`src/rtl/fpu_pkg.sv`:
```
// Shared binary32 definitions for the FPU conversion units:
// field layout, operand classes and rounding modes.
package fpu_pkg;

  localparam int F32_BIAS   = 127;
  localparam int F32_MANT_W = 23;

  typedef enum logic [1:0] {
    RM_RNE = 2'd0,
    RM_RTZ = 2'd1,
    RM_RDN = 2'd2,
    RM_RUP = 2'd3
  } rm_e;

  typedef enum logic [2:0] {
    FC_ZERO = 3'd0,
    FC_SUB  = 3'd1,
    FC_NORM = 3'd2,
    FC_INF  = 3'd3,
    FC_NAN  = 3'd4
  } fclass_e;

  typedef struct packed {
    logic                  sign;
    logic [7:0]            exp;
    logic [F32_MANT_W-1:0] frac;
  } f32_t;

  function automatic fclass_e f32_classify(input f32_t f);
    fclass_e c;
    if (f.exp == 8'd0) begin
      c = (f.frac == {F32_MANT_W{1'b0}}) ? FC_ZERO : FC_SUB;
    end else if (f.exp == 8'hFF) begin
      c = (f.frac == {F32_MANT_W{1'b0}}) ? FC_INF : FC_NAN;
    end else begin
      c = FC_NORM;
    end
    return c;
  endfunction

endpackage

```
`src/rtl/fpu_f32_to_int_pipe_if.sv`:
```
// Operand/result handshake bundle of the binary32-to-integer converter.
interface fpu_f32_to_int_pipe_if #(
  parameter int INT_WIDTH = 32,
  parameter int TAG_WIDTH = 4
);
  logic                 a_valid;
  logic                 a_ready;
  logic [31:0]          a;
  logic                 a_signed;
  logic [1:0]           a_rm;
  logic [TAG_WIDTH-1:0] a_tag;
  logic                 o_valid;
  logic                 o_ready;
  logic [INT_WIDTH-1:0] o;
  logic [TAG_WIDTH-1:0] o_tag;
  logic                 o_invalid;
  logic                 o_inexact;

  modport master (
    output a_valid, a, a_signed, a_rm, a_tag, o_ready,
    input  a_ready, o_valid, o, o_tag, o_invalid, o_inexact
  );

  modport slave (
    input  a_valid, a, a_signed, a_rm, a_tag, o_ready,
    output a_ready, o_valid, o, o_tag, o_invalid, o_inexact
  );
endinterface

```
`src/rtl/fpu_round_sat.sv`:
```
// Combinational rounding, range check, saturation and exception flags for
// a float-to-integer conversion whose magnitude is already aligned.
module fpu_round_sat
  import fpu_pkg::*;
#(
  parameter int INT_WIDTH = 32
) (
  input  logic                 sign,
  input  logic [INT_WIDTH:0]   mag,
  input  logic                 guard,
  input  logic                 sticky,
  input  logic                 ovf,
  input  logic                 is_nan,
  input  logic                 is_inf,
  input  logic                 is_signed,
  input  rm_e                  rm,
  output logic [INT_WIDTH-1:0] res,
  output logic                 invalid,
  output logic                 inexact
);

  localparam logic [INT_WIDTH+1:0] SPOS_LIM = {3'b000, {(INT_WIDTH-1){1'b1}}};
  localparam logic [INT_WIDTH+1:0] SNEG_LIM = {3'b001, {(INT_WIDTH-1){1'b0}}};
  localparam logic [INT_WIDTH-1:0] SMAX     = {1'b0, {(INT_WIDTH-1){1'b1}}};
  localparam logic [INT_WIDTH-1:0] SMIN     = {1'b1, {(INT_WIDTH-1){1'b0}}};

  logic                 inc_s;
  logic [INT_WIDTH+1:0] rnd_s;
  logic                 sat_s;
  logic                 neg_s;

  // Magnitude increment decision and rounded magnitude (one spare carry bit)
  always_comb begin
    inc_s = 1'b0;
    case (rm)
      RM_RNE:  inc_s = guard & (sticky | mag[0]);
      RM_RTZ:  inc_s = 1'b0;
      RM_RDN:  inc_s = sign & (guard | sticky);
      RM_RUP:  inc_s = ~sign & (guard | sticky);
      default: inc_s = 1'b0;
    endcase
    rnd_s = {1'b0, mag} + {{(INT_WIDTH+1){1'b0}}, inc_s};
  end

  // Range check happens after rounding so a rounding carry can still saturate
  always_comb begin
    sat_s = 1'b0;
    neg_s = sign;
    if (is_nan) begin
      sat_s = 1'b1;
      neg_s = 1'b0;
    end else if (is_inf || ovf) begin
      sat_s = 1'b1;
    end else if (is_signed) begin
      if (sign) begin
        sat_s = (rnd_s > SNEG_LIM);
      end else begin
        sat_s = (rnd_s > SPOS_LIM);
      end
    end else begin
      if (sign) begin
        sat_s = (rnd_s != {(INT_WIDTH+2){1'b0}});
      end else begin
        sat_s = (rnd_s[INT_WIDTH+1:INT_WIDTH] != 2'b00);
      end
    end
  end

  // Final value selection and flags
  always_comb begin
    res = {INT_WIDTH{1'b0}};
    if (!sat_s) begin
      res = sign ? ({INT_WIDTH{1'b0}} - rnd_s[INT_WIDTH-1:0]) : rnd_s[INT_WIDTH-1:0];
    end else if (is_signed) begin
      res = neg_s ? SMIN : SMAX;
    end else begin
      res = neg_s ? {INT_WIDTH{1'b0}} : {INT_WIDTH{1'b1}};
    end
    invalid = sat_s;
    inexact = ~sat_s & (guard | sticky);
  end

endmodule

```
`src/rtl/fpu_f32_to_int_pipe.sv`:
```
// Three-stage binary32 to signed/unsigned integer converter with
// valid/ready flow control: unpack, align, round/saturate.
module fpu_f32_to_int_pipe
  import fpu_pkg::*;
#(
  parameter int INT_WIDTH = 32,
  parameter int TAG_WIDTH = 4
) (
  input  logic                 clk,
  input  logic                 nrst,
  fpu_f32_to_int_pipe_if.slave io
);

  // Integer part (INT_WIDTH+1 bits) above a 24-bit fraction field
  localparam int              AW      = INT_WIDTH + 25;
  localparam logic signed [9:0] EXP_MAX = 10'(INT_WIDTH);

  logic adv1_s, adv2_s, adv3_s, acc_s;
  logic rdy_en_r;

  f32_t                a_f_s;
  fclass_e             cls_s;
  logic signed [9:0]   exp_s;

  logic                 v1_r, sign1_r, sgn1_r;
  fclass_e              cls1_r;
  logic signed [9:0]    exp1_r;
  logic [23:0]          mant1_r;
  rm_e                  rm1_r;
  logic [TAG_WIDTH-1:0] tag1_r;

  logic [6:0]           shamt_s;
  logic [AW-1:0]        wide_s;
  logic [INT_WIDTH:0]   mag2_s;
  logic                 g2_s, st2_s, ovf2_s, nan2_s, inf2_s;

  logic                 v2_r, sign2_r, sgn2_r, g2_r, st2_r, ovf2_r, nan2_r, inf2_r;
  logic [INT_WIDTH:0]   mag2_r;
  rm_e                  rm2_r;
  logic [TAG_WIDTH-1:0] tag2_r;

  logic [INT_WIDTH-1:0] res3_s;
  logic                 inv3_s, inx3_s;

  logic                 v3_r, inv3_r, inx3_r;
  logic [INT_WIDTH-1:0] o3_r;
  logic [TAG_WIDTH-1:0] tag3_r;

  assign adv3_s     = ~v3_r | io.o_ready;
  assign adv2_s     = ~v2_r | adv3_s;
  assign adv1_s     = ~v1_r | adv2_s;
  assign io.a_ready = adv1_s & rdy_en_r;
  assign acc_s      = io.a_valid & io.a_ready;

  assign io.o_valid   = v3_r;
  assign io.o         = o3_r;
  assign io.o_tag     = tag3_r;
  assign io.o_invalid = inv3_r;
  assign io.o_inexact = inx3_r;

  // Keeps a_ready low until the first edge after reset release
  always_ff @(posedge clk or negedge nrst) begin
    if (!nrst) rdy_en_r <= 1'b0;
    else       rdy_en_r <= 1'b1;
  end

  // S1 unpack: classify and remove the exponent bias
  always_comb begin
    a_f_s = io.a;
    cls_s = f32_classify(a_f_s);
    exp_s = $signed({2'b00, a_f_s.exp}) - $signed(10'(F32_BIAS));
  end

  // S1 stage register
  always_ff @(posedge clk or negedge nrst) begin
    if (!nrst) begin
      v1_r    <= 1'b0;
      sign1_r <= 1'b0;
      sgn1_r  <= 1'b0;
      cls1_r  <= FC_ZERO;
      exp1_r  <= 10'sd0;
      mant1_r <= 24'd0;
      rm1_r   <= RM_RNE;
      tag1_r  <= {TAG_WIDTH{1'b0}};
    end else if (adv1_s) begin
      v1_r    <= acc_s;
      sign1_r <= a_f_s.sign;
      sgn1_r  <= io.a_signed;
      cls1_r  <= cls_s;
      exp1_r  <= exp_s;
      mant1_r <= {1'b1, a_f_s.frac};
      rm1_r   <= rm_e'(io.a_rm);
      tag1_r  <= io.a_tag;
    end
  end

  // S2 align: shift by exp+1 so bit 23 of the fraction field is the guard bit
  always_comb begin
    shamt_s = 7'd0;
    wide_s  = {AW{1'b0}};
    mag2_s  = {(INT_WIDTH+1){1'b0}};
    g2_s    = 1'b0;
    st2_s   = 1'b0;
    ovf2_s  = 1'b0;
    nan2_s  = 1'b0;
    inf2_s  = 1'b0;
    case (cls1_r)
      FC_NORM: begin
        if (exp1_r > EXP_MAX) begin
          ovf2_s = 1'b1;
        end else if (exp1_r < -10'sd1) begin
          st2_s = 1'b1;
        end else begin
          shamt_s = 7'(exp1_r + 10'sd1);
          wide_s  = {{(INT_WIDTH+1){1'b0}}, mant1_r} << shamt_s;
          mag2_s  = wide_s[AW-1:24];
          g2_s    = wide_s[23];
          st2_s   = |wide_s[22:0];
        end
      end
      FC_SUB:  st2_s  = 1'b1;
      FC_INF:  inf2_s = 1'b1;
      FC_NAN:  nan2_s = 1'b1;
      default: st2_s  = 1'b0;
    endcase
  end

  // S2 stage register
  always_ff @(posedge clk or negedge nrst) begin
    if (!nrst) begin
      v2_r    <= 1'b0;
      sign2_r <= 1'b0;
      sgn2_r  <= 1'b0;
      mag2_r  <= {(INT_WIDTH+1){1'b0}};
      g2_r    <= 1'b0;
      st2_r   <= 1'b0;
      ovf2_r  <= 1'b0;
      nan2_r  <= 1'b0;
      inf2_r  <= 1'b0;
      rm2_r   <= RM_RNE;
      tag2_r  <= {TAG_WIDTH{1'b0}};
    end else if (adv2_s) begin
      v2_r    <= v1_r;
      sign2_r <= sign1_r;
      sgn2_r  <= sgn1_r;
      mag2_r  <= mag2_s;
      g2_r    <= g2_s;
      st2_r   <= st2_s;
      ovf2_r  <= ovf2_s;
      nan2_r  <= nan2_s;
      inf2_r  <= inf2_s;
      rm2_r   <= rm1_r;
      tag2_r  <= tag1_r;
    end
  end

  fpu_round_sat #(.INT_WIDTH(INT_WIDTH)) u_round_sat (
    .sign      (sign2_r),
    .mag       (mag2_r),
    .guard     (g2_r),
    .sticky    (st2_r),
    .ovf       (ovf2_r),
    .is_nan    (nan2_r),
    .is_inf    (inf2_r),
    .is_signed (sgn2_r),
    .rm        (rm2_r),
    .res       (res3_s),
    .invalid   (inv3_s),
    .inexact   (inx3_s)
  );

  // S3 output register: holds its value while the consumer stalls
  always_ff @(posedge clk or negedge nrst) begin
    if (!nrst) begin
      v3_r   <= 1'b0;
      o3_r   <= {INT_WIDTH{1'b0}};
      tag3_r <= {TAG_WIDTH{1'b0}};
      inv3_r <= 1'b0;
      inx3_r <= 1'b0;
    end else if (adv3_s) begin
      v3_r <= v2_r;
      if (v2_r) begin
        o3_r   <= res3_s;
        tag3_r <= tag2_r;
        inv3_r <= inv3_s;
        inx3_r <= inx3_s;
      end
    end
  end

endmodule

```
`src/flat_wrapper.sv`:
```
// flat-port wrapper written by rule: the top's interface ports become plain ports
module fpu_f32_to_int_pipe_flat import fpu_pkg::*;
#(
  parameter int INT_WIDTH = 32,
  parameter int TAG_WIDTH = 4
)
  (clk, nrst, io_a_valid, io_a, io_a_signed, io_a_rm, io_a_tag, io_o_ready, io_a_ready, io_o_valid, io_o, io_o_tag, io_o_invalid, io_o_inexact);
  fpu_f32_to_int_pipe_if #(.INT_WIDTH(INT_WIDTH), .TAG_WIDTH(TAG_WIDTH)) io_i ();
  input  logic clk;
  input  logic nrst;
  input wire logic [$bits(io_i.a_valid)-1:0] io_a_valid;
  input wire logic [$bits(io_i.a)-1:0] io_a;
  input wire logic [$bits(io_i.a_signed)-1:0] io_a_signed;
  input wire logic [$bits(io_i.a_rm)-1:0] io_a_rm;
  input wire logic [$bits(io_i.a_tag)-1:0] io_a_tag;
  input wire logic [$bits(io_i.o_ready)-1:0] io_o_ready;
  output wire logic [$bits(io_i.a_ready)-1:0] io_a_ready;
  output wire logic [$bits(io_i.o_valid)-1:0] io_o_valid;
  output wire logic [$bits(io_i.o)-1:0] io_o;
  output wire logic [$bits(io_i.o_tag)-1:0] io_o_tag;
  output wire logic [$bits(io_i.o_invalid)-1:0] io_o_invalid;
  output wire logic [$bits(io_i.o_inexact)-1:0] io_o_inexact;
  assign io_i.a_valid = io_a_valid;
  assign io_i.a = io_a;
  assign io_i.a_signed = io_a_signed;
  assign io_i.a_rm = io_a_rm;
  assign io_i.a_tag = io_a_tag;
  assign io_i.o_ready = io_o_ready;
  assign io_a_ready = io_i.a_ready;
  assign io_o_valid = io_i.o_valid;
  assign io_o = io_i.o;
  assign io_o_tag = io_i.o_tag;
  assign io_o_invalid = io_i.o_invalid;
  assign io_o_inexact = io_i.o_inexact;
  fpu_f32_to_int_pipe #(.INT_WIDTH(INT_WIDTH), .TAG_WIDTH(TAG_WIDTH)) u_core (.clk(clk), .nrst(nrst), .io(io_i));
endmodule
```
`config.mk`:
```
export PLATFORM = sky130hd
export DESIGN_NAME = fpu_f32_to_int_pipe_flat
export DESIGN_NICKNAME = d
export VERILOG_FILES = /design/src/rtl/fpu_pkg.sv /design/src/rtl/fpu_f32_to_int_pipe_if.sv /design/src/rtl/fpu_round_sat.sv /design/src/rtl/fpu_f32_to_int_pipe.sv /design/src/flat_wrapper.sv
export SDC_FILE = /design/constraint.sdc
export NUM_CORES = 1
export LEC_CHECK = 0
export BUFFER_PORTS_ARGS = -buffer_cell sky130_fd_sc_hd__buf_2
export CAP_MARGIN = 10
export CORE_MARGIN = 2
export CORE_UTILIZATION = 55
export CTS_CLUSTER_DIAMETER = 50
export DETAILED_ROUTE_END_ITERATION = 12
export PLACE_DENSITY = 0.78
export SYNTH_ARGS = -nofsm -noshare
export SYNTH_HDL_FRONTEND = slang
export SYNTH_SLANG_ARGS = --single-unit
```
`constraint.sdc`:
```
create_clock -name clk -period 3.81 [get_ports clk]
set_input_delay 0.1905 -clock clk [delete_from_list [all_inputs] [get_ports clk]]
set_output_delay 0.1905 -clock clk [all_outputs]
set_load 0.005 [all_outputs]
```
==> metrics.yaml <==
worst_setup_path:
  critPathMostFrequentCell: "buf_4"
  critPathMaxFanout: 6
  startpoint_type: "flop"
  worstPathArrival_ps: 4190
  cp_slowest_stage_delay_ps: 400
  crit_path_end_kind: "flop"
  crit_slowest_cell: "dfrtp_1"
  worstPathRequired_ps: 4080
  cp_cell_sequence: "buf_4 > o22ai_2 > a211oi_2 > buf_4 > ha_4 > ha_4 > buf_4 > buf_4 > a311o_1 > o31ai_2 > a22oi_1 > nor3_2 > o2111ai_4 > a2111oi_4 > o21ai_2 > buf_6 > o211ai_4 > clkbuf_16 > o311ai_2"
  critical_path_class: "flop to flop"
placed_design:
  io_buffer_count: 82
  gp_congestion: 0.9464
  hpwl_mm: 16.26
cells_and_area:
  fillCellCount: 1142
  nNetsFinal: 1154
  final_layout_size_suffix_gt1_frac: 0.2953
  diodes: 0
  area_growth_pct: 24.88
pwr:
  leakagePower_nw: 4.872
  p_per_area_nw_per_um2: 495.2
  peakVddDrop_uv: 343.2
  power.total_w: 0.005504
yosys:
  synth.area.mux_share: 0.1286
  synth_cells: 973
  synthFlopType: "dfrtp_1"
  synth-compound-area-share: 0.1821
  ys_ff_latch: 132
  synth_fp_nets: 1026
  synth-edff-count: 0
  synth_top_family_by_area: "simple AND/OR/NAND/NOR gates"
  syn_area_um2: 8900
  post-synth-top-area-cell: "dfrtp_1"
  synth_xor_xnor_area_share: 0.06692
  synthArstFlopShare: 1.000
  yosys.area_share.simple: 0.1956
  synthAdderAreaFrac: 0.01406
  seq_area_frac_synth: 0.3712
  synth_common_cells: "dfrtp_1 (132), nand2_1 (120), nor2_1 (91), o21ai_0 (61), mux2_2 (49)"
  syn_area_per_cell_um2: 9.147
  synthMostInstantiatedCell: "dfrtp_1"
  synth.distinct_cells: 77
  synth_top_area_share: 0.3712
  netlist_top_cells_area: "dfrtp_1 (37%), mux2_2 (6.2%), nand2_1 (5.1%), xnor2_1 (4.5%), nor2_1 (3.8%)"
  yosys_warnings: 0
detailed_routing:
  vias: 8034
  viasPerCell: 6.041
  drt_iter0_drc: 629
  drcViolationCount: 0
  ant_nets: 0
  drt-pass1-iter-count: 6
  wl_mm: 23.07
  routedWlPerCell_um: 17.34
clock_network:
  cts.sinks: 132
  cts_made_buffers: 17
  clk_pin_slew_ps: 60
  cts_tree: "done"
  cts_max_level: 4
  ctsRootBufferMaster: "clkbuf_16"
  clk_path_buf_depth: 2
  clock_latency_ps: 430
floorplanning:
  dieArea_um2: 17210
  initial_core_util: 0.5623
  die_h_um: 131.2
  core_um2: 15830
  pin_count: 83
  row_count: 46
  fp.dieW_um: 131.2
timing:
  slew_headroom: 0.3723
  final.setup.tns_ps: -1885
  worstMarginPinSlew_ps: 938.1
  clock_skew_ps: 12.86
  timing.final.max_slew_violations: 0
  fin_crit_sh: 1.029
  rsz0062_at_grt: "yes"
  min_period_ps: 3919
  finalHoldViolations: 0
  layout_setup_ws_ps: -108.8
  fmaxAchievable_mhz: 255.2
  setup_viol: 32
grt:
  grt_usage: 0.2659
  first_global_vias: 7385
  grt_max_degree: 68
  grt_antenna_before_repair: 0
  grt-ovfl-total: 0
  grt_first_pass_wirelength_mm: 37.58
run_status:
  status: "finished with violations"
  violations: "setup timing"
run:
  drv_cap: 0
min_path:
  hold_class: "input pin to flop"
## through the flow
stage | setup WS [ps] | instance area (um^2) | std cells | hold slack (ps) | utilization
floorplan | 10.00 | 8935 | 973 | -105.1 | -
global placement | -86.19 | 9928 | 1279 | 331.3 | 0.6273
detailed placement | -122.5 | 9928 | 1279 | 330.9 | 0.6273
CTS | 4.377 | 10720 | 1319 | 1.379 | 0.6774
global route | -223.3 | 11110 | 1330 | 4.036 | 0.7022
finish | -108.8 | 11110 | 1330 | 4.662 | 0.7022
## per-layer routing
metal / part of all wire / wire [um] / vias to the layer above / GRT usage
met5: 0 / 0 / - / 0
met4: 0.024 / 551 / 0 / 0.08454
met3: 0.045 / 1035 / 43 / 0.04591
met2: 0.49 / 11390 / 275 / 0.4427
met1: 0.44 / 10090 / 3866 / 0.3556
li1: - / - / 3850 / -
## report_power, final
part | internal [W] | leakage [nW] | total, W | switching (W)
sequential | 0.00161 | 1.66 | 0.00177 | 0.000159
combinational | 0.000839 | 2.88 | 0.00181 | 0.000976
clock | 0.00126 | 0.334 | 0.00192 | 0.000662
total | 0.00371 | 4.87 | 0.00550 | 0.00180
## what timing repair did
item | in CTS | in global routing
hold endpoints to repair | 70 | 0
setup endpoints to repair | 33 | 34
buffers inserted | 2 | 8
cloned | 0 | 3
hold buffers | 6 | 0
pin swaps | 3 | 21
gates resized for setup | 7 | 41
## layout by cell type, fill, tap and decap left out, drive strengths merged, types with 13 or more instances in the layout
| cell | n |
|---|---|
| a21oi | 39 |
| a221o | 14 |
| a22oi | 22 |
| and3 | 16 |
| buf | 169 |
| clkbuf | 21 |
| dfrtp | 132 |
| inv | 20 |
| mux2 | 49 |
| mux2i | 30 |
| mux4 | 13 |
| nand2 | 120 |
| nand3 | 31 |
| nand4 | 15 |
| nor2 | 92 |
| nor3 | 27 |
| nor4 | 13 |
| o21ai | 62 |
| o311ai | 25 |
| xnor2 | 46 |
| xor2 | 22 |
## cell families (layout without fill, tap and decap cells)
logic type / after synthesis / count (layout)
muxes: 92 / 92
adders and majority gates: 10 / 10
xor gates and xnor gates: 68 / 68
AOI/OAI and AO/OA: 227 / 227
other: 1 / 1
DFF: 132 / 132
buffers and inverters: 84 / 225
and+or+nand+nor: 359 / 359
## registers in the layout (all words and copies together) (netlist names), 2 cells and up
register	cells
u_core.io.o_tag	4
u_core.rm2_r	2
u_core.mag2_r	33
u_core.mant1_r	24
u_core.tag2_r	4
u_core.rm1_r	2
u_core.cls1_r	3
u_core.exp1_r	9
u_core.io.o	32
u_core.tag1_r	4
## worst max-delay path: cells and delay by family, from the launching register on
family | cells | cell delay (ps)
buffers and inverters | 6 | 970
flip-flops | 1 | 400
adder cells (fa/ha/maj) | 2 | 310
AO/OA/AOI/OAI | 10 | 1770
AND/OR/NAND/NOR | 1 | 310
## layout make-up
class / instances / area (um^2) / share of cell area
clock buffers: 19 / 442.9 / 0.03985
clock inverters: 13 / 241.5 / 0.02173
inverters: 16 / 60.06 / 0.005404
multi-input cells: 757 / 5564 / 0.5006
flip-flops and latches: 132 / 3303 / 0.2972
well taps: 216 / 270.3 / 0.02432
repair buffers: 177 / 1232 / 0.1109
## worst paths after layout
path | from | to | slack, ps | cells past startpoint
setup / recovery | u_core.g2_r | u_core.io.o[12] | -110 | 19
hold reg to reg | u_core.rdy_en_r | u_core.v1_r | 460 | 2
hold / removal | io_a_tag[1] | u_core.tag1_r[1] | 5 | 2
max in group asynchronous | nrst | u_core.cls1_r[0] | 2570 | 3
min in group asynchronous | nrst | u_core.io.o[3] | 410 | 2
setup reg to reg | u_core.g2_r | u_core.io.o[12] | -110 | 19
No activity file was read; power rests on OpenSTA's default activity.
